**src/rtl/cpu_com_pkg.sv**
```systemverilog
// cpu_com_pkg: shared definitions of the CPU command link.
//   Command / response words exchanged between host and target, and the
//   host FSM state encoding (also shown on the debug LEDs).
//   Used by the host and by the target-side controller.
package cpu_com_pkg;

    localparam logic [31:0] CMD_RESET   = 32'd1;
    localparam logic [31:0] CMD_SEND_PC = 32'd2;
    localparam logic [31:0] RSP_READY   = 32'd3;

    typedef enum logic [2:0] {
        ST_IDLE     = 3'd0,
        ST_SEND_CMD = 3'd1,
        ST_WAIT_RDY = 3'd2,
        ST_WAIT_PC  = 3'd3,
        ST_WAIT_RUN = 3'd4,
        ST_ERROR    = 3'd5
    } host_state_t;

    // States in which reply bytes are accepted and assembled into words.
    function automatic logic is_wait(host_state_t s);
        return (s == ST_WAIT_RDY) || (s == ST_WAIT_PC) || (s == ST_WAIT_RUN);
    endfunction

endpackage

```
**src/rtl/cpu_com_host_if.sv**
```systemverilog
// cpu_com_host_if: control/status and serial signals of the host link.
//   master : used by cpu_com_host (initiator of the link)
//            in  start_reset, start_step, rx
//            out tx, busy, target_ready, pc_out, pc_valid, run_done,
//                err_proto, err_timeout, state
//   slave  : used by whatever drives the host (buttons, loader FSM, bench)
interface cpu_com_host_if;
    import cpu_com_pkg::*;

    logic        start_reset;
    logic        start_step;
    logic        rx;
    logic        tx;
    logic        busy;
    logic        target_ready;
    logic [31:0] pc_out;
    logic        pc_valid;
    logic        run_done;
    logic        err_proto;
    logic        err_timeout;
    host_state_t state;

    modport master (
        input  start_reset, start_step, rx,
        output tx, busy, target_ready, pc_out, pc_valid, run_done,
               err_proto, err_timeout, state
    );

    modport slave (
        output start_reset, start_step, rx,
        input  tx, busy, target_ready, pc_out, pc_valid, run_done,
               err_proto, err_timeout, state
    );

endinterface

```
**src/rtl/cpu_com_host_uart_byte.sv**
```systemverilog
// host_uart_byte: 8N1 byte transmitter and receiver.
//   clk, reset   system clock, synchronous active-low reset
//   tx_start     load tx_data; accepted when idle or in the last cycle of a
//                stop bit (tx_done), so bytes can go back to back
//   tx_data      byte to send, LSB first
//   tx_done      high in the final cycle of the stop bit
//   tx           serial out, idle high, registered
//   rx           raw serial in (asynchronous)
//   rx_valid     one-cycle pulse: rx_data holds a byte with a good stop bit
//   rx_ferr      one-cycle pulse: stop bit sampled low
//   rx_data      received byte
module host_uart_byte #(
    parameter int CLKS_PER_BIT = 16
) (
    input  logic       clk,
    input  logic       reset,
    input  logic       tx_start,
    input  logic [7:0] tx_data,
    output logic       tx_done,
    output logic       tx,
    input  logic       rx,
    output logic       rx_valid,
    output logic       rx_ferr,
    output logic [7:0] rx_data
);

    localparam int CW = (CLKS_PER_BIT > 1) ? $clog2(CLKS_PER_BIT) : 1;
    localparam logic [CW-1:0] BIT_END  = CW'(CLKS_PER_BIT - 1);
    localparam logic [CW-1:0] HALF_END = CW'(CLKS_PER_BIT / 2 - 1);

    // ---------------- transmitter ----------------
    logic          tx_busy;
    logic [CW-1:0] tx_cnt;
    logic [3:0]    tx_idx;   // 0 start, 1..8 data, 9 stop
    logic [9:0]    tx_sh;

    assign tx_done = tx_busy && (tx_cnt == BIT_END) && (tx_idx == 4'd9);

    always_ff @(posedge clk) begin
        if (!reset) begin
            tx_busy <= 1'b0;
            tx_cnt  <= '0;
            tx_idx  <= '0;
            tx_sh   <= '1;
            tx      <= 1'b1;
        end else if (tx_start && (!tx_busy || tx_done)) begin
            tx_busy <= 1'b1;
            tx_cnt  <= '0;
            tx_idx  <= '0;
            tx_sh   <= {1'b1, tx_data, 1'b0};
            tx      <= 1'b0;
        end else if (tx_busy) begin
            if (tx_cnt == BIT_END) begin
                tx_cnt <= '0;
                if (tx_idx == 4'd9) begin
                    tx_busy <= 1'b0;
                    tx      <= 1'b1;
                end else begin
                    tx_idx <= tx_idx + 4'd1;
                    tx_sh  <= {1'b1, tx_sh[9:1]};
                    tx     <= tx_sh[1];
                end
            end else begin
                tx_cnt <= tx_cnt + CW'(1);
            end
        end
    end

    // ---------------- receiver ----------------
    logic          rx_s1, rx_s2, rx_s3;   // s1/s2 synchroniser, s3 for edge detect
    logic          rx_busy;
    logic [CW-1:0] rx_cnt;
    logic [3:0]    rx_idx;
    logic          rx_sample;

    // Start bit is sampled at its middle; every later bit one period after that.
    assign rx_sample = rx_busy && (rx_cnt == ((rx_idx == 4'd0) ? HALF_END : BIT_END));

    always_ff @(posedge clk) begin
        if (!reset) begin
            rx_s1    <= 1'b1;
            rx_s2    <= 1'b1;
            rx_s3    <= 1'b1;
            rx_busy  <= 1'b0;
            rx_cnt   <= '0;
            rx_idx   <= '0;
            rx_data  <= '0;
            rx_valid <= 1'b0;
            rx_ferr  <= 1'b0;
        end else begin
            rx_s1    <= rx;
            rx_s2    <= rx_s1;
            rx_s3    <= rx_s2;
            rx_valid <= 1'b0;
            rx_ferr  <= 1'b0;
            if (!rx_busy) begin
                if (rx_s3 && !rx_s2) begin
                    rx_busy <= 1'b1;
                    rx_cnt  <= '0;
                    rx_idx  <= '0;
                end
            end else if (rx_sample) begin
                rx_cnt <= '0;
                case (rx_idx)
                    4'd0: begin
                        // line back high at mid start bit: a glitch, not a byte
                        if (rx_s2) rx_busy <= 1'b0;
                        else       rx_idx  <= 4'd1;
                    end
                    4'd9: begin
                        rx_busy <= 1'b0;
                        if (rx_s2) rx_valid <= 1'b1;
                        else       rx_ferr  <= 1'b1;
                    end
                    default: begin
                        rx_data <= {rx_s2, rx_data[7:1]};
                        rx_idx  <= rx_idx + 4'd1;
                    end
                endcase
            end else begin
                rx_cnt <= rx_cnt + CW'(1);
            end
        end
    end

endmodule

```
**src/rtl/cpu_com_host.sv**
```systemverilog
// cpu_com_host: host-side initiator of the CPU command link.
//   Sends 32-bit commands as 4 UART bytes (LSB first) and parses the
//   target's 32-bit replies (READY or a PC word).
//   clk    system clock
//   reset  synchronous active-low reset
//   bus    cpu_com_host_if.master: start_reset/start_step requests, rx/tx
//          serial, busy, target_ready, pc_out/pc_valid, run_done,
//          err_proto, err_timeout, state
//   Optional feature macro CPU_COM_TIMEOUT_EN: reply timeout of
//   TIMEOUT_CYCLES in WAIT_RDY / WAIT_PC. Undefined: waits are unbounded and
//   err_timeout stays 0.
module cpu_com_host
    import cpu_com_pkg::*;
#(
    parameter int CLKS_PER_BIT   = 16,
    parameter int TIMEOUT_CYCLES = 2**20
) (
    input  logic           clk,
    input  logic           reset,
    cpu_com_host_if.master bus
);

    host_state_t state_q, state_nx, follow_q, follow_nx;

    // FSM action strobes
    logic        load_cmd;
    logic [31:0] cmd_nx;
    logic        set_ready, clr_ready, pc_load, run_pulse;
    logic        set_proto, set_tmo, clr_err;
    logic        tmo_hit;

    // status registers
    logic        ready_q, pc_valid_q, run_done_q, err_proto_q, err_tmo_q;
    logic [31:0] pc_q;

    // command transmit
    logic [31:0] cmd_q;
    logic [1:0]  tx_bidx, tx_sel;
    logic        tx_kick;     // first byte of a freshly loaded command
    logic        tx_start, tx_done;
    logic [7:0]  tx_data;

    // reply receive
    logic        rx_valid, rx_ferr;
    logic [7:0]  rx_data;
    logic [1:0]  rx_bidx;
    logic [23:0] word_lo;
    logic [31:0] word_q;
    logic        word_vld;
    logic        in_wait;

    assign in_wait = is_wait(state_q);

    // On tx_done the next byte must be presented in the same cycle.
    assign tx_sel   = tx_done ? tx_bidx + 2'd1 : tx_bidx;
    assign tx_data  = cmd_q[{tx_sel, 3'b000} +: 8];
    assign tx_start = (state_q == ST_SEND_CMD) && (tx_kick || (tx_done && tx_bidx != 2'd3));

    host_uart_byte #(.CLKS_PER_BIT(CLKS_PER_BIT)) u_uart (
        .clk      (clk),
        .reset    (reset),
        .tx_start (tx_start),
        .tx_data  (tx_data),
        .tx_done  (tx_done),
        .tx       (bus.tx),
        .rx       (bus.rx),
        .rx_valid (rx_valid),
        .rx_ferr  (rx_ferr),
        .rx_data  (rx_data)
    );

    // Word assembly. Bytes outside WAIT_* are dropped; word_vld is the
    // registered word-complete flag, so decisions land one cycle after the
    // last stop-bit sample.
    always_ff @(posedge clk) begin
        if (!reset) begin
            rx_bidx  <= '0;
            word_lo  <= '0;
            word_q   <= '0;
            word_vld <= 1'b0;
        end else begin
            word_vld <= in_wait && rx_valid && (rx_bidx == 2'd3);
            if ((state_nx != state_q) && is_wait(state_nx)) begin
                rx_bidx <= '0;
            end else if (in_wait && rx_valid) begin
                rx_bidx <= rx_bidx + 2'd1;
                if (rx_bidx == 2'd3) word_q <= {rx_data, word_lo};
                else                 word_lo[{rx_bidx, 3'b000} +: 8] <= rx_data;
            end
        end
    end

`ifdef CPU_COM_TIMEOUT_EN
    localparam int TW = $clog2(TIMEOUT_CYCLES + 1);
    logic [TW-1:0] tmo_cnt;
    logic          tmo_arm;

    assign tmo_arm = (state_q == ST_WAIT_RDY) || (state_q == ST_WAIT_PC);
    // cnt is 0 in the first cycle of a state, so the hit at TIMEOUT_CYCLES-1
    // moves to ERROR exactly TIMEOUT_CYCLES edges after entry.
    assign tmo_hit = tmo_arm && (tmo_cnt == TW'(TIMEOUT_CYCLES - 1));

    always_ff @(posedge clk) begin
        if (!reset)                                  tmo_cnt <= '0;
        else if ((state_nx != state_q) || rx_valid)  tmo_cnt <= '0;
        else if (tmo_arm)                            tmo_cnt <= tmo_cnt + TW'(1);
    end
`else
    localparam int unused_timeout_cycles = TIMEOUT_CYCLES;
    assign tmo_hit = 1'b0;
`endif

    // ---------------- FSM ----------------
    always_ff @(posedge clk) begin
        if (!reset) state_q <= ST_IDLE;
        else        state_q <= state_nx;
    end

    always_comb begin
        state_nx  = state_q;
        follow_nx = follow_q;
        load_cmd  = 1'b0;
        cmd_nx    = CMD_RESET;
        set_ready = 1'b0;
        clr_ready = 1'b0;
        pc_load   = 1'b0;
        run_pulse = 1'b0;
        set_proto = 1'b0;
        set_tmo   = 1'b0;
        clr_err   = 1'b0;
        case (state_q)
            ST_IDLE, ST_ERROR: begin
                // start_reset has priority; from ERROR it is the only exit
                if (bus.start_reset) begin
                    load_cmd  = 1'b1;
                    cmd_nx    = CMD_RESET;
                    follow_nx = ST_WAIT_RDY;
                    clr_ready = 1'b1;
                    clr_err   = (state_q == ST_ERROR);
                    state_nx  = ST_SEND_CMD;
                end else if (bus.start_step && ready_q && state_q == ST_IDLE) begin
                    load_cmd  = 1'b1;
                    cmd_nx    = CMD_SEND_PC;
                    follow_nx = ST_WAIT_PC;
                    state_nx  = ST_SEND_CMD;
                end
            end
            ST_SEND_CMD: begin
                if (tx_done && tx_bidx == 2'd3) state_nx = follow_q;
            end
            ST_WAIT_RDY, ST_WAIT_RUN: begin
                if (rx_ferr) begin
                    set_proto = 1'b1;
                    state_nx  = ST_ERROR;
                end else if (word_vld) begin
                    if (word_q == RSP_READY) begin
                        set_ready = 1'b1;
                        run_pulse = (state_q == ST_WAIT_RUN);
                        state_nx  = ST_IDLE;
                    end else begin
                        set_proto = 1'b1;
                        state_nx  = ST_ERROR;
                    end
                end else if (tmo_hit) begin
                    set_tmo  = 1'b1;
                    state_nx = ST_ERROR;
                end
            end
            ST_WAIT_PC: begin
                if (rx_ferr) begin
                    set_proto = 1'b1;
                    state_nx  = ST_ERROR;
                end else if (word_vld) begin
                    pc_load   = 1'b1;
                    clr_ready = 1'b1;
                    state_nx  = ST_WAIT_RUN;
                end else if (tmo_hit) begin
                    set_tmo  = 1'b1;
                    state_nx = ST_ERROR;
                end
            end
            default: state_nx = ST_IDLE;
        endcase
    end

    always_ff @(posedge clk) begin
        if (!reset) begin
            ready_q     <= 1'b0;
            pc_q        <= '0;
            pc_valid_q  <= 1'b0;
            run_done_q  <= 1'b0;
            err_proto_q <= 1'b0;
            err_tmo_q   <= 1'b0;
            cmd_q       <= '0;
            tx_bidx     <= '0;
            tx_kick     <= 1'b0;
            follow_q    <= ST_IDLE;
        end else begin
            pc_valid_q <= pc_load;
            run_done_q <= run_pulse;
            tx_kick    <= load_cmd;
            if (pc_load) pc_q <= word_q;
            if (set_ready)      ready_q <= 1'b1;
            else if (clr_ready) ready_q <= 1'b0;
            if (clr_err) begin
                err_proto_q <= 1'b0;
                err_tmo_q   <= 1'b0;
            end
            if (set_proto) err_proto_q <= 1'b1;
            if (set_tmo)   err_tmo_q   <= 1'b1;
            if (load_cmd) begin
                cmd_q    <= cmd_nx;
                tx_bidx  <= '0;
                follow_q <= follow_nx;
            end else if (tx_done) begin
                tx_bidx <= tx_bidx + 2'd1;
            end
        end
    end

    assign bus.busy         = (state_q != ST_IDLE) && (state_q != ST_ERROR);
    assign bus.target_ready = ready_q;
    assign bus.pc_out       = pc_q;
    assign bus.pc_valid     = pc_valid_q;
    assign bus.run_done     = run_done_q;
    assign bus.err_proto    = err_proto_q;
    assign bus.err_timeout  = err_tmo_q;
    assign bus.state        = state_q;

endmodule

```
**src/flat_wrapper.sv**
```systemverilog
// flat-port wrapper written by rule: the top's interface ports become plain ports
module cpu_com_host_flat import cpu_com_pkg::*;
#(
    parameter int CLKS_PER_BIT   = 16,
    parameter int TIMEOUT_CYCLES = 2**20
)
  (clk, reset, bus_start_reset, bus_start_step, bus_rx, bus_tx, bus_busy, bus_target_ready, bus_pc_out, bus_pc_valid, bus_run_done, bus_err_proto, bus_err_timeout, bus_state);
  cpu_com_host_if bus_i ();
  input  logic clk;
  input  logic reset;
  input wire logic [$bits(bus_i.start_reset)-1:0] bus_start_reset;
  input wire logic [$bits(bus_i.start_step)-1:0] bus_start_step;
  input wire logic [$bits(bus_i.rx)-1:0] bus_rx;
  output wire logic [$bits(bus_i.tx)-1:0] bus_tx;
  output wire logic [$bits(bus_i.busy)-1:0] bus_busy;
  output wire logic [$bits(bus_i.target_ready)-1:0] bus_target_ready;
  output wire logic [$bits(bus_i.pc_out)-1:0] bus_pc_out;
  output wire logic [$bits(bus_i.pc_valid)-1:0] bus_pc_valid;
  output wire logic [$bits(bus_i.run_done)-1:0] bus_run_done;
  output wire logic [$bits(bus_i.err_proto)-1:0] bus_err_proto;
  output wire logic [$bits(bus_i.err_timeout)-1:0] bus_err_timeout;
  output wire logic [$bits(bus_i.state)-1:0] bus_state;
  assign bus_i.start_reset = bus_start_reset;
  assign bus_i.start_step = bus_start_step;
  assign bus_i.rx = bus_rx;
  assign bus_tx = bus_i.tx;
  assign bus_busy = bus_i.busy;
  assign bus_target_ready = bus_i.target_ready;
  assign bus_pc_out = bus_i.pc_out;
  assign bus_pc_valid = bus_i.pc_valid;
  assign bus_run_done = bus_i.run_done;
  assign bus_err_proto = bus_i.err_proto;
  assign bus_err_timeout = bus_i.err_timeout;
  assign bus_state = bus_i.state;
  cpu_com_host #(.CLKS_PER_BIT(CLKS_PER_BIT), .TIMEOUT_CYCLES(TIMEOUT_CYCLES)) u_core (.clk(clk), .reset(reset), .bus(bus_i));
endmodule
```
**config.mk**
```make
export PLATFORM = sky130hd
export DESIGN_NAME = cpu_com_host_flat
export DESIGN_NICKNAME = d
export VERILOG_FILES = /design/src/rtl/cpu_com_pkg.sv /design/src/rtl/cpu_com_host_if.sv /design/src/rtl/cpu_com_host_uart_byte.sv /design/src/rtl/cpu_com_host.sv /design/src/flat_wrapper.sv
export SDC_FILE = /design/constraint.sdc
export NUM_CORES = 1
export LEC_CHECK = 0
export CAP_MARGIN = 20
export CORE_MARGIN = 3
export CORE_UTILIZATION = 45
export DETAILED_ROUTE_END_ITERATION = 10
export PLACE_DENSITY = 0.65
export SETUP_SLACK_MARGIN = 0.05
export SYNTH_ARGS = -nofsm -noshare
export SYNTH_HDL_FRONTEND = slang
export SYNTH_SLANG_ARGS = --single-unit
```
**constraint.sdc**
```tcl
create_clock -name clk -period 4.15 [get_ports clk]
set_clock_uncertainty 0.15 [all_clocks]
set_input_delay 0.83 -clock clk [delete_from_list [all_inputs] [get_ports clk]]
set_output_delay 0.83 -clock clk [all_outputs]
set_load 0.01 [all_outputs]
```
==> qor.txt, run 1 <==
Result of the run = completed
WS Path Type = reg -> out
Drt wl/cell = 14.6 um
Setup bufs post-CTS = 0
Unrepaired setup endpoints after global routing = no
Number of global-route vias before repair = 4532
Total via count in the routed design = 4798
Vias/cell = 5.31
Data required, critical path = 3170 ps
Worst setup SP type = flop
Critical Path, Cell by Cell = or2_1, a21oi_1, inv_1, clkdlybuf4s50_1
Most Used Layer, Global Route = met2
Quantity of gates resized following cts = 0
Number of iterations in the first detailed-routing pass = 5
Post-route antenna net violation count = 0
Min Hold Slack = 276 ps
Share of synthesized registers carrying an async set or reset = 0
Crit path largest cell delay = 610 ps
Final period utilization = 0.701
Initial detailed-routing violation count = 399
Wire length of the first global-routing pass = 21900 um
Antenna violations before repair = 0
Number of max-cap violations = 0
Crit end category = primary output
Slew @ Worst Pin = 978 ps
Floorplan row count = 41
GR Layer Usage met2 = 0.300
Number of unique standard cell types used by synthesis = 57
Final worst path period need = 2910 ps
Worst-path clk slew = 60 ps
All-Layer GR Usage = 0.185
Height of the die = 122 um
Number of synthesized register bits = 145
Critical path arrival = 1930 ps
Yosys warning total = 0
Synth-to-Final Area Change = 18.3%
Hpwl dp = 8930 um
Sequential element share of the synthesized area = 0.477
Root Driver = sky130_fd_sc_hd__clkbuf_16
Peak supply drop = 0.000228 V
Total chip power = 3.04 mW
Initial standard-cell utilization of the core = 0.470
Post-layout util = 0.556
H-tree depth reported by CTS = 4
TritonCTS clock tree = built
Final-report hold violation count = 0
Weighted congestion reported at the end of routability-driven placement = 0.774
Post-Synthesis Cells = 692
Final Worst Setup Slack = 1240 ps
Slowest stage cell, crit path = sky130_fd_sc_hd__dfxtp_1
Leakage component of the power = 2.42 nW
Total standard cell area after synthesis = 6080 um^2
I/O pin count = 47
M3 GR Usage = 0.0396
Class of the tightest hold or removal check = reg -> reg
Die span in x = 122 um
Worst-case headroom to the max-slew limit = 0.347
Total nets after synthesis = 710
Dpl ws = 899 ps
Global routing usage on met1 = 0.240
Total core area = 12900 um^2
Die area = 14900 um^2
Net total in the final layout = 738
Input/output buffers = 45
Clock Latency Late Sink = 410 ps
Detailed-route DRC error count = 0
Highest attainable clock frequency = 344 MHz
Number of buffers on the longest clock path = 2
Fraction of final layout cells with drive strength greater than 1 = 0.0657
Primary FF master, synth = sky130_fd_sc_hd__dfxtp_1
Global-route congestion overflow total = 0
Post-cts hold buffer count = 0
WL final = 13200 um
Setup TNS = 0 ps
Largest net degree at the start of global routing = 64
Sink count of the clock tree = 145
Finish-stage setup viols = 0
TritonCTS Buffers = 17
Cell Pwr Density = 423 nW/um^2
Number of enable-type register cells in the synthesized netlist = 0
Antenna diode count = 0
Max FO, Critical Path = 16
Mean area per synthesized cell = 8.79 um^2
Max Transition Viols Final = 0
-- flip-flops by register name (all words and copies together), names as in the netlist, 2 cells and up --
| name | flops |
|---|---|
| u_core.cmd_q | 2 |
| u_core.follow_q | 2 |
| u_core.rx_bidx | 2 |
| u_core.word_lo | 24 |
| u_core.u_uart.tx_cnt | 4 |
| u_core.bus.state | 3 |
| u_core.u_uart.tx_sh | 8 |
| u_core.word_q | 32 |
| u_core.u_uart.rx_idx | 4 |
| u_core.u_uart.rx_data | 8 |
| u_core.u_uart.rx_cnt | 4 |
| u_core.u_uart.tx_idx | 4 |
| u_core.tx_bidx | 2 |
| u_core.bus.pc_out | 32 |
-- critical path: cells and delay by family, from the launching register on --
kind	cells	cell delay [ps]
AND/OR/NAND/NOR	1	210
AO/OA/AOI/OAI	1	90
buffers and inverters	2	600
flip-flops	1	610
-- cells in the mapped netlist, types with 2 or more instances --
master	number	share of area
sky130_fd_sc_hd__a211oi_1	2	0.0025
sky130_fd_sc_hd__a21o_1	2	0.0025
sky130_fd_sc_hd__a21oi_1	63	0.052
sky130_fd_sc_hd__a21oi_4	4	0.011
sky130_fd_sc_hd__a2bb2oi_1	2	0.0029
sky130_fd_sc_hd__a31oi_1	3	0.0031
sky130_fd_sc_hd__and2_1	2	0.0021
sky130_fd_sc_hd__and3_1	4	0.0041
sky130_fd_sc_hd__buf_12	3	0.0099
sky130_fd_sc_hd__buf_2	3	0.0025
sky130_fd_sc_hd__buf_4	3	0.0037
sky130_fd_sc_hd__clkbuf_1	31	0.019
sky130_fd_sc_hd__dfxtp_1	145	0.48
sky130_fd_sc_hd__ha_1	13	0.027
sky130_fd_sc_hd__inv_1	13	0.0080
sky130_fd_sc_hd__mux2i_1	59	0.097
sky130_fd_sc_hd__nand2_1	171	0.11
sky130_fd_sc_hd__nand2b_1	8	0.0082
sky130_fd_sc_hd__nand3_1	44	0.036
sky130_fd_sc_hd__nand3b_1	5	0.0062
sky130_fd_sc_hd__nand4_1	8	0.0082
sky130_fd_sc_hd__nand4b_1	2	0.0029
sky130_fd_sc_hd__nor2_1	24	0.015
sky130_fd_sc_hd__nor2b_1	5	0.0051
sky130_fd_sc_hd__nor3_1	8	0.0066
sky130_fd_sc_hd__nor3b_1	5	0.0062
sky130_fd_sc_hd__nor3b_2	2	0.0041
sky130_fd_sc_hd__nor4_1	9	0.0093
sky130_fd_sc_hd__nor4b_1	2	0.0029
sky130_fd_sc_hd__o211ai_1	6	0.0074
sky130_fd_sc_hd__o21a_1	2	0.0025
sky130_fd_sc_hd__o21ai_0	9	0.0074
sky130_fd_sc_hd__xnor2_1	4	0.0058
sky130_fd_sc_hd__xor2_1	3	0.0043
-- kinds of logic after synthesis --
logic type / synth area share
other cells: 0.000617
xor+xnor: 0.0101
compound gates: 0.110
buf+inv: 0.0471
simple gates: 0.231
flops: 0.477
mux: 0.0971
fa+ha+maj: 0.0267
-- cell usage in the layout, fill, tap and decap left out, types with 2 or more instances in the layout --
master                              n
sky130_fd_sc_hd__ha_1              13
sky130_fd_sc_hd__o21ai_0            9
sky130_fd_sc_hd__nand3_1           44
sky130_fd_sc_hd__nand4b_1           2
sky130_fd_sc_hd__nor3_1             8
sky130_fd_sc_hd__nand2_1          171
sky130_fd_sc_hd__clkinv_4           4
sky130_fd_sc_hd__clkinv_2           2
sky130_fd_sc_hd__nor4b_1            2
sky130_fd_sc_hd__o21a_1             2
sky130_fd_sc_hd__clkdlybuf4s50_1   44
sky130_fd_sc_hd__inv_6              2
sky130_fd_sc_hd__clkbuf_16         17
sky130_fd_sc_hd__a21oi_1           63
sky130_fd_sc_hd__nor2_1            24
sky130_fd_sc_hd__o211ai_1           6
sky130_fd_sc_hd__nand4_1            8
sky130_fd_sc_hd__nor3b_1            5
sky130_fd_sc_hd__nand2b_1           8
sky130_fd_sc_hd__xor2_1             3
sky130_fd_sc_hd__inv_1             13
sky130_fd_sc_hd__nor2b_1            5
sky130_fd_sc_hd__buf_4              5
sky130_fd_sc_hd__nor4_1             9
sky130_fd_sc_hd__and3_1             4
sky130_fd_sc_hd__a2bb2oi_1          2
sky130_fd_sc_hd__a21oi_4            4
sky130_fd_sc_hd__nand3b_1           5
sky130_fd_sc_hd__nor3b_2            2
sky130_fd_sc_hd__mux2i_1           59
sky130_fd_sc_hd__dfxtp_1          145
sky130_fd_sc_hd__xnor2_1            4
sky130_fd_sc_hd__a21o_1             2
sky130_fd_sc_hd__a31oi_1            3
sky130_fd_sc_hd__and2_1             2
sky130_fd_sc_hd__a211oi_1           2
sky130_fd_sc_hd__bufinv_16          3
-- stage by stage --
stage	cell area, um^2	cells
CTS	7170	902
detailed placement	6570	872
global placement	6570	872
floorplan	6080	692
global route	7190	903
finish	7190	903
-- power breakdown --
group / leakage (nW) / switching [mW] / total (mW) / internal, mW
clock: 0.293 / 0.590 / 1.55 / 0.959
combinational: 0.957 / 0.0516 / 0.0777 / 0.0261
sequential: 1.17 / 0.0109 / 1.41 / 1.40
-- path summary, 6_finish.rpt --
path                                           from  cells past startpoint  slack [ps]                   to
worst max-delay path            u_core.bus.state[0]                      4        1240             bus_busy
worst min-delay path            u_core.u_uart.rx_s1                      1         280  u_core.u_uart.rx_s2
worst max register to register  u_core.bus.state[1]                      6        1450    u_core.word_q[21]
worst min register to register  u_core.u_uart.rx_s1                      1         280  u_core.u_uart.rx_s2
-- routing by layer --
layer | wire length, um | up-vias
li1 | - | 2428
met1 | 6230 | 2275
met2 | 6310 | 79
met3 | 478 | 16
met4 | 183 | 0
met5 | 0 | -
-- area by class of cell --
type | count | area, um^2
Fill cell | 1220 | 5730
Multi-Input combinational cell | 490 | 2890
Clock buffer | 18 | 439
Tap cell | 172 | 215
Inverter | 14 | 52.6
Timing Repair Buffer | 52 | 531
Clock inverter | 12 | 160
Sequential cell | 145 | 2900
Power figures use the tool's default switching activity.
==> inputs of run 2 (changes only) <==
--- a/config.mk
+++ b/config.mk
@@ -9,7 +9,7 @@
 export CORE_MARGIN = 3
 export CORE_UTILIZATION = 45
 export DETAILED_ROUTE_END_ITERATION = 10
-export PLACE_DENSITY = 0.65
+export PLACE_DENSITY = 0.68
 export SETUP_SLACK_MARGIN = 0.05
 export SYNTH_ARGS = -nofsm -noshare
 export SYNTH_HDL_FRONTEND = slang
==> constraint.sdc (replaced) <==
create_clock -name clk -period 2.6 [get_ports clk]
set_clock_uncertainty 0.15 [all_clocks]
set_input_delay 0.52 -clock clk [delete_from_list [all_inputs] [get_ports clk]]
set_output_delay 0.52 -clock clk [all_outputs]
set_load 0.01 [all_outputs]
==> run 2 against run 1 <==
Net effect:
- first-iteration DRC count is 10% lower
- combinational power is 85% higher
- die area unchanged
- global-route usage is 0.55 points higher
- sequential share of layout area down 0.56 points
- hold slack worse by 12 ps
- largest cell class unchanged
==> qor.txt, run 2 (synthesis gave the netlist of run 1 again) <==
Total via count in the routed design = 4855
Worst setup SP type = flop
Crit end category = primary output
Internal Power = 3.73 mW
Post-cts hold buffer count = 0
Global-route congestion overflow total = 0
Proportion of power drawn by flip-flops and latches = 0.475
H-tree depth reported by CTS = 4
Finish-stage setup viols = 0
Number of global-route vias before repair = 4789
Highest attainable clock frequency = 407 MHz
WS Path Type = reg -> out
Final-report hold violation count = 0
Largest net degree at the start of global routing = 62
Critical Path Stages = 4
Input/output buffers = 45
Peak supply drop = 0.000522 V
Slew @ Worst Pin = 569 ps
Synth-to-Final Area Change = 20.0%
Result of the run = completed
Worst-case headroom to the max-slew limit = 0.615
Slowest stage cell, crit path = sky130_fd_sc_hd__clkdlybuf4s50_1
Final worst path period need = 2450 ps
Die area = 14900 um^2
Initial standard-cell utilization of the core = 0.470
Commonest cells after routing, fill and taps aside = 171 x sky130_fd_sc_hd__nand2_1, 143 x sky130_fd_sc_hd__dfxtp_1, 63 x sky130_fd_sc_hd__a21oi_1, 59 x sky130_fd_sc_hd__mux2i_1
Fraction of final layout cells with drive strength greater than 1 = 0.0818
Final period utilization = 0.944
Worst-path clk slew = 60 ps
Cell Pwr Density = 649 nW/um^2
Clock Latency Late Sink = 410 ps
Floorplan row count = 41
Critical Path, Cell by Cell = or2_1, a21oi_1, inv_1, clkdlybuf4s50_1
Net total in the final layout = 751
Gate power share = 0.030
Number of max-cap violations = 0
Sink count of the clock tree = 145
Hold-critical path depth = 1
Commonest non-fill, non-tap cell in the layout = sky130_fd_sc_hd__nand2_1
Post-route antenna net violation count = 0
Antenna violations before repair = 0
Unrepaired setup endpoints after global routing = no
Relative contribution of the clock network to total power = 0.494
Buffers and inverters on the worst path = 2
Number of iterations in the first detailed-routing pass = 5
Total core area = 12900 um^2
Leakage component of the power = 2.49 nW
Class of the tightest hold or removal check = reg -> reg
Net switching fraction of the power = 0.214
Drt wl/cell = 14.7 um
Data required, critical path = 1930 ps
I/O pin count = 47
Critical path arrival = 1780 ps
Fill count = 1183
Beginning of the worst register-to-register path = u_core.u_uart.tx_cnt[0]
Hpwl dp = 9060 um
Dpl ws = 28.1 ps
Root Driver = sky130_fd_sc_hd__clkbuf_16
Number of buffers on the longest clock path = 2
Vias/cell = 5.29
Antenna diode count = 0
Max Transition Viols Final = 0
Wire length of the first global-routing pass = 22900 um
TritonCTS clock tree = built
WL final = 13500 um
Die span in x = 122 um
Reg2Reg Depth = 7
Initial detailed-routing violation count = 359
Kind of cell adding the most delay to the critical path = buffers and inverters
All-Layer GR Usage = 0.191
Storage cell area = 2910 um^2
Max FO, Critical Path = 15
Net switching power figure = 1.01 mW
Final Worst Setup Slack = 146 ps
Detailed-route DRC error count = 0
Setup TNS = 0 ps
Startpoint of the lowest-slack hold path = u_core.u_uart.rx_s1
Launching instance or port of the critical path = u_core.bus.state[2]
TritonCTS Buffers = 17
Multi-input gate area in the final layout = 2890 um^2
Weighted congestion reported at the end of routability-driven placement = 0.866
Height of the die = 122 um
Crit path largest cell delay = 470 ps
==> run 2: changes by cell type in the layout (fill, tap and decap cells not counted), moves of 3 or more <==
cell                       before  now
sky130_fd_sc_hd__clkinv_4       4    1
sky130_fd_sc_hd__buf_4          5   14
sky130_fd_sc_hd__clkinv_2       2    5
sky130_fd_sc_hd__clkbuf_1       0    4
sky130_fd_sc_hd__buf_12         1    6
==> run 2: worst paths after layout <==
| check | endpoint | slack (ps) |
|---|---|---|
| max | bus_busy | 150 |
| min | u_core.u_uart.rx_s2 | 260 |
| max reg2reg | u_core.word_q[14] | 260 |
| min reg2reg | u_core.u_uart.rx_s2 | 260 |
==> run 2: what timing repair did <==
action,4_1_cts,5_1_grt
resized for setup,1,1
buffers inserted,0,0
endpoints found under the setup margin,1,1
==> run 2: final cells by class <==
type	instances	share of cell area
Sequential cell	145	0.398
Multi-Input combinational cell	490	0.396
Timing Repair Buffer	65	0.0919
Clock buffer	22	0.0622
Tap cell	172	0.0295
Clock inverter	10	0.0151
Inverter	14	0.00720
==> run 2: through the flow <==
stage                     power (mW)  cell area (um^2)  std cells  hold WS [ps]   util
after floorplan                 2.39              6080        692           236      -
after global placement          2.44              6730        886           246  0.521
after detailed placement        2.44              6730        886           253  0.521
after CTS                       4.79              7300        918           268  0.565
after global routing            4.91              7300        918           281  0.565
final                           4.74              7300        918           264  0.565
==> run 2: layer usage <==
layer / vias to the layer above / track usage / part of all wire
li1: 2456 / - / -
met3: 11 / 0.0470 / 0.037
met4: 0 / 0.0539 / 0.0065
met1: 2296 / 0.243 / 0.47
met2: 92 / 0.322 / 0.48
met5: - / 0 / 0
==> run 2: power by group through the flow <==
stage	sequential [mW]	clock [mW]	combinational, mW
2_1_floorplan	2.30	0	0.0985
3_3_place_gp	2.30	0	0.139
3_5_place_dp	2.30	0	0.143
4_1_cts	2.25	2.39	0.143
5_1_grt	2.25	2.49	0.159
6_report	2.25	2.34	0.144
==> inputs of run 3 (changes only) <==
--- a/config.mk
+++ b/config.mk
@@ -7,9 +7,10 @@
 export LEC_CHECK = 0
 export CAP_MARGIN = 20
 export CORE_MARGIN = 3
-export CORE_UTILIZATION = 45
+export CORE_UTILIZATION = 30
+export CTS_BUF_LIST = sky130_fd_sc_hd__clkbuf_8
 export DETAILED_ROUTE_END_ITERATION = 10
-export PLACE_DENSITY = 0.68
+export PLACE_DENSITY = 0.49
 export SETUP_SLACK_MARGIN = 0.05
 export SYNTH_ARGS = -nofsm -noshare
 export SYNTH_HDL_FRONTEND = slang
==> run 3 against run 2 <==
Net effect:
- first-iteration DRC count shrank 42%
- sequential cell count is the same
- clock power decreased by 24%
- clock-buffer cell count fell by 5
- critical path type unchanged
- critical endpoint unchanged
==> qor.txt, run 3 (synthesis gave the netlist of run 1 again) <==
Result of the run = completed
Fill count = 2011
Initial standard-cell utilization of the core = 0.308
Post-route antenna net violation count = 0
Net total in the final layout = 749
Detailed-route DRC error count = 0
TritonCTS clock tree = built
Input/output buffers = 45
Floorplan row count = 51
All-Layer GR Usage = 0.133
Hpwl dp = 9630 um
Number of max-cap violations = 0
Endpoint of the most critical setup path = bus_busy
Wire length of the first global-routing pass = 23500 um
Cell area after layout = 7220 um^2
Clock Latency Late Sink = 440 ps
Cell Pwr Density = 578 nW/um^2
Die area = 22000 um^2
Largest net degree at the start of global routing = 108
Fraction of final layout cells with drive strength greater than 1 = 0.0848
Reg-to-reg critical path endpoint = u_core.word_q[25]
Global-route congestion overflow total = 0
Initial detailed-routing violation count = 207
Kind of cell adding the most delay to the critical path = buffers and inverters
Unrepaired setup endpoints after global routing = no
Slew @ Worst Pin = 611 ps
Buffers and inverters on the worst path = 2
Antenna violations before repair = 0
Slowest stage cell, crit path = sky130_fd_sc_hd__clkdlybuf4s50_1
Commonest cells after routing, fill and taps aside = 171 x sky130_fd_sc_hd__nand2_1, 143 x sky130_fd_sc_hd__dfxtp_1, 62 x sky130_fd_sc_hd__a21oi_1, 59 x sky130_fd_sc_hd__mux2i_1
Die span in x = 148 um
Max Transition Viols Final = 0
Final cell count without fillers = 1008
DP Area = 6820 um^2
Height of the die = 148 um
WL final = 14200 um
Commonest non-fill, non-tap cell in the layout = sky130_fd_sc_hd__nand2_1
Final period utilization = 0.947
Data required, critical path = 1930 ps
Worst-case headroom to the max-slew limit = 0.587
Leakage component of the power = 2.38 nW
Highest attainable clock frequency = 406 MHz
Beginning of the worst register-to-register path = u_core.u_uart.tx_cnt[0]
Antenna diode count = 0
Crit end category = primary output
Setup TNS = 0 ps
Worst-path clk slew = 80 ps
Weighted congestion reported at the end of routability-driven placement = 0.754
Synth-to-Final Area Change = 18.8%
WS Path Type = reg -> out
Class of the tightest hold or removal check = reg -> reg
Reg2Reg Depth = 7
TritonCTS Buffers = 17
H-tree depth reported by CTS = 4
Final-report hold violation count = 0
Number of global-route vias before repair = 4683
Total core area = 19700 um^2
Vias/cell = 4.76
Cells after DPL = 977
Total chip power = 4.18 mW
Number of buffers on the longest clock path = 2
Crit path largest cell delay = 470 ps
Final worst path period need = 2460 ps
Peak supply drop = 0.000373 V
Drt wl/cell = 14.1 um
Sink count of the clock tree = 145
I/O pin count = 47
Finish-stage setup viols = 0
Critical Path, Cell by Cell = or2_1, a21oi_2, inv_1, clkdlybuf4s50_1
Critical path arrival = 1790 ps
Worst-case register-to-register setup slack = 260 ps
Critical Path Stages = 4
Total via count in the routed design = 4802
Launching instance or port of the critical path = u_core.bus.state[2]
Max FO, Critical Path = 15
Number of iterations in the first detailed-routing pass = 4
Root Driver = sky130_fd_sc_hd__clkbuf_8
Worst setup SP type = flop
[run 3: cell types whose count changed in the layout (fill, tap and decap cells not counted), moves of 2 or more]
cell / before / now
sky130_fd_sc_hd__clkbuf_1: 4 / 0
sky130_fd_sc_hd__clkbuf_16: 17 / 0
sky130_fd_sc_hd__clkbuf_8: 1 / 17
sky130_fd_sc_hd__clkinv_2: 5 / 1
sky130_fd_sc_hd__clkinvlp_4: 1 / 5
sky130_fd_sc_hd__inv_6: 1 / 3
[run 3: worst min path at each step]
stage,cells past startpoint,end,slack (ps),start
floorplan,1,u_core.u_uart.rx_s2,240,u_core.u_uart.rx_s1
global placement,1,u_core.u_uart.rx_s2,240,u_core.u_uart.rx_s1
detailed placement,1,u_core.u_uart.rx_s2,250,u_core.u_uart.rx_s1
CTS,1,u_core.u_uart.rx_s2,280,u_core.u_uart.rx_s1
global route,1,u_core.u_uart.rx_s2,280,u_core.u_uart.rx_s1
finish,1,u_core.u_uart.rx_s2,270,u_core.u_uart.rx_s1
[run 3: metrics by stage]
| stage | hold slack [ps] | setup slack [ps] | utilization |
|---|---|---|---|
| 2_1_floorplan | 236 | 523 | - |
| 3_3_place_gp | 242 | 26.6 | 0.346 |
| 3_5_place_dp | 252 | -39.7 | 0.346 |
| 4_1_cts | 277 | 60.8 | 0.366 |
| 5_1_grt | 283 | 47.9 | 0.366 |
| 6_report | 269 | 137 | 0.366 |
[run 3: layer usage]
| layer | global-route usage | routed length [um] |
|---|---|---|
| met1 | 0.174 | 6830 |
| met2 | 0.216 | 6810 |
| met3 | 0.0320 | 457 |
| met4 | 0.0443 | 77 |
| met5 | 0 | 0 |
[run 3: worst reg2reg max path, cell delays in order, from the launching register on]
cell	delay [ps]
sky130_fd_sc_hd__dfxtp_1	400
sky130_fd_sc_hd__ha_1	270
sky130_fd_sc_hd__nand4_1	240
sky130_fd_sc_hd__o41ai_2	340
sky130_fd_sc_hd__o2111a_1	370
sky130_fd_sc_hd__a21oi_4	110
sky130_fd_sc_hd__buf_12	170
sky130_fd_sc_hd__mux2i_1	200
[run 3: final cells by class]
cell class,count,area (um^2),area share
Timing Repair Buffer,63,643,0.0890
Clock inverter,14,158,0.0218
Inverter,14,52.6,0.00728
Clock buffer,17,234,0.0324
Tap cell,265,332,0.0459
Multi-Input combinational cell,490,2900,0.401
Sequential cell,145,2910,0.403
[run 3: report_power, final]
group          switching [mW]  total [mW]  internal (mW)
clock network           0.924        1.79          0.862
registers              0.0152        2.25           2.23
logic                  0.0885       0.142         0.0539
total                    1.03        4.18           3.15
[run 3: what timing repair did]
item / 4_1_cts / 5_1_grt
endpoints found under the setup margin: 1 / 1
hold buffers: 0 / 0
resized for setup: 1 / 3
gates cloned: 0 / 0
buffers inserted: 0 / 0
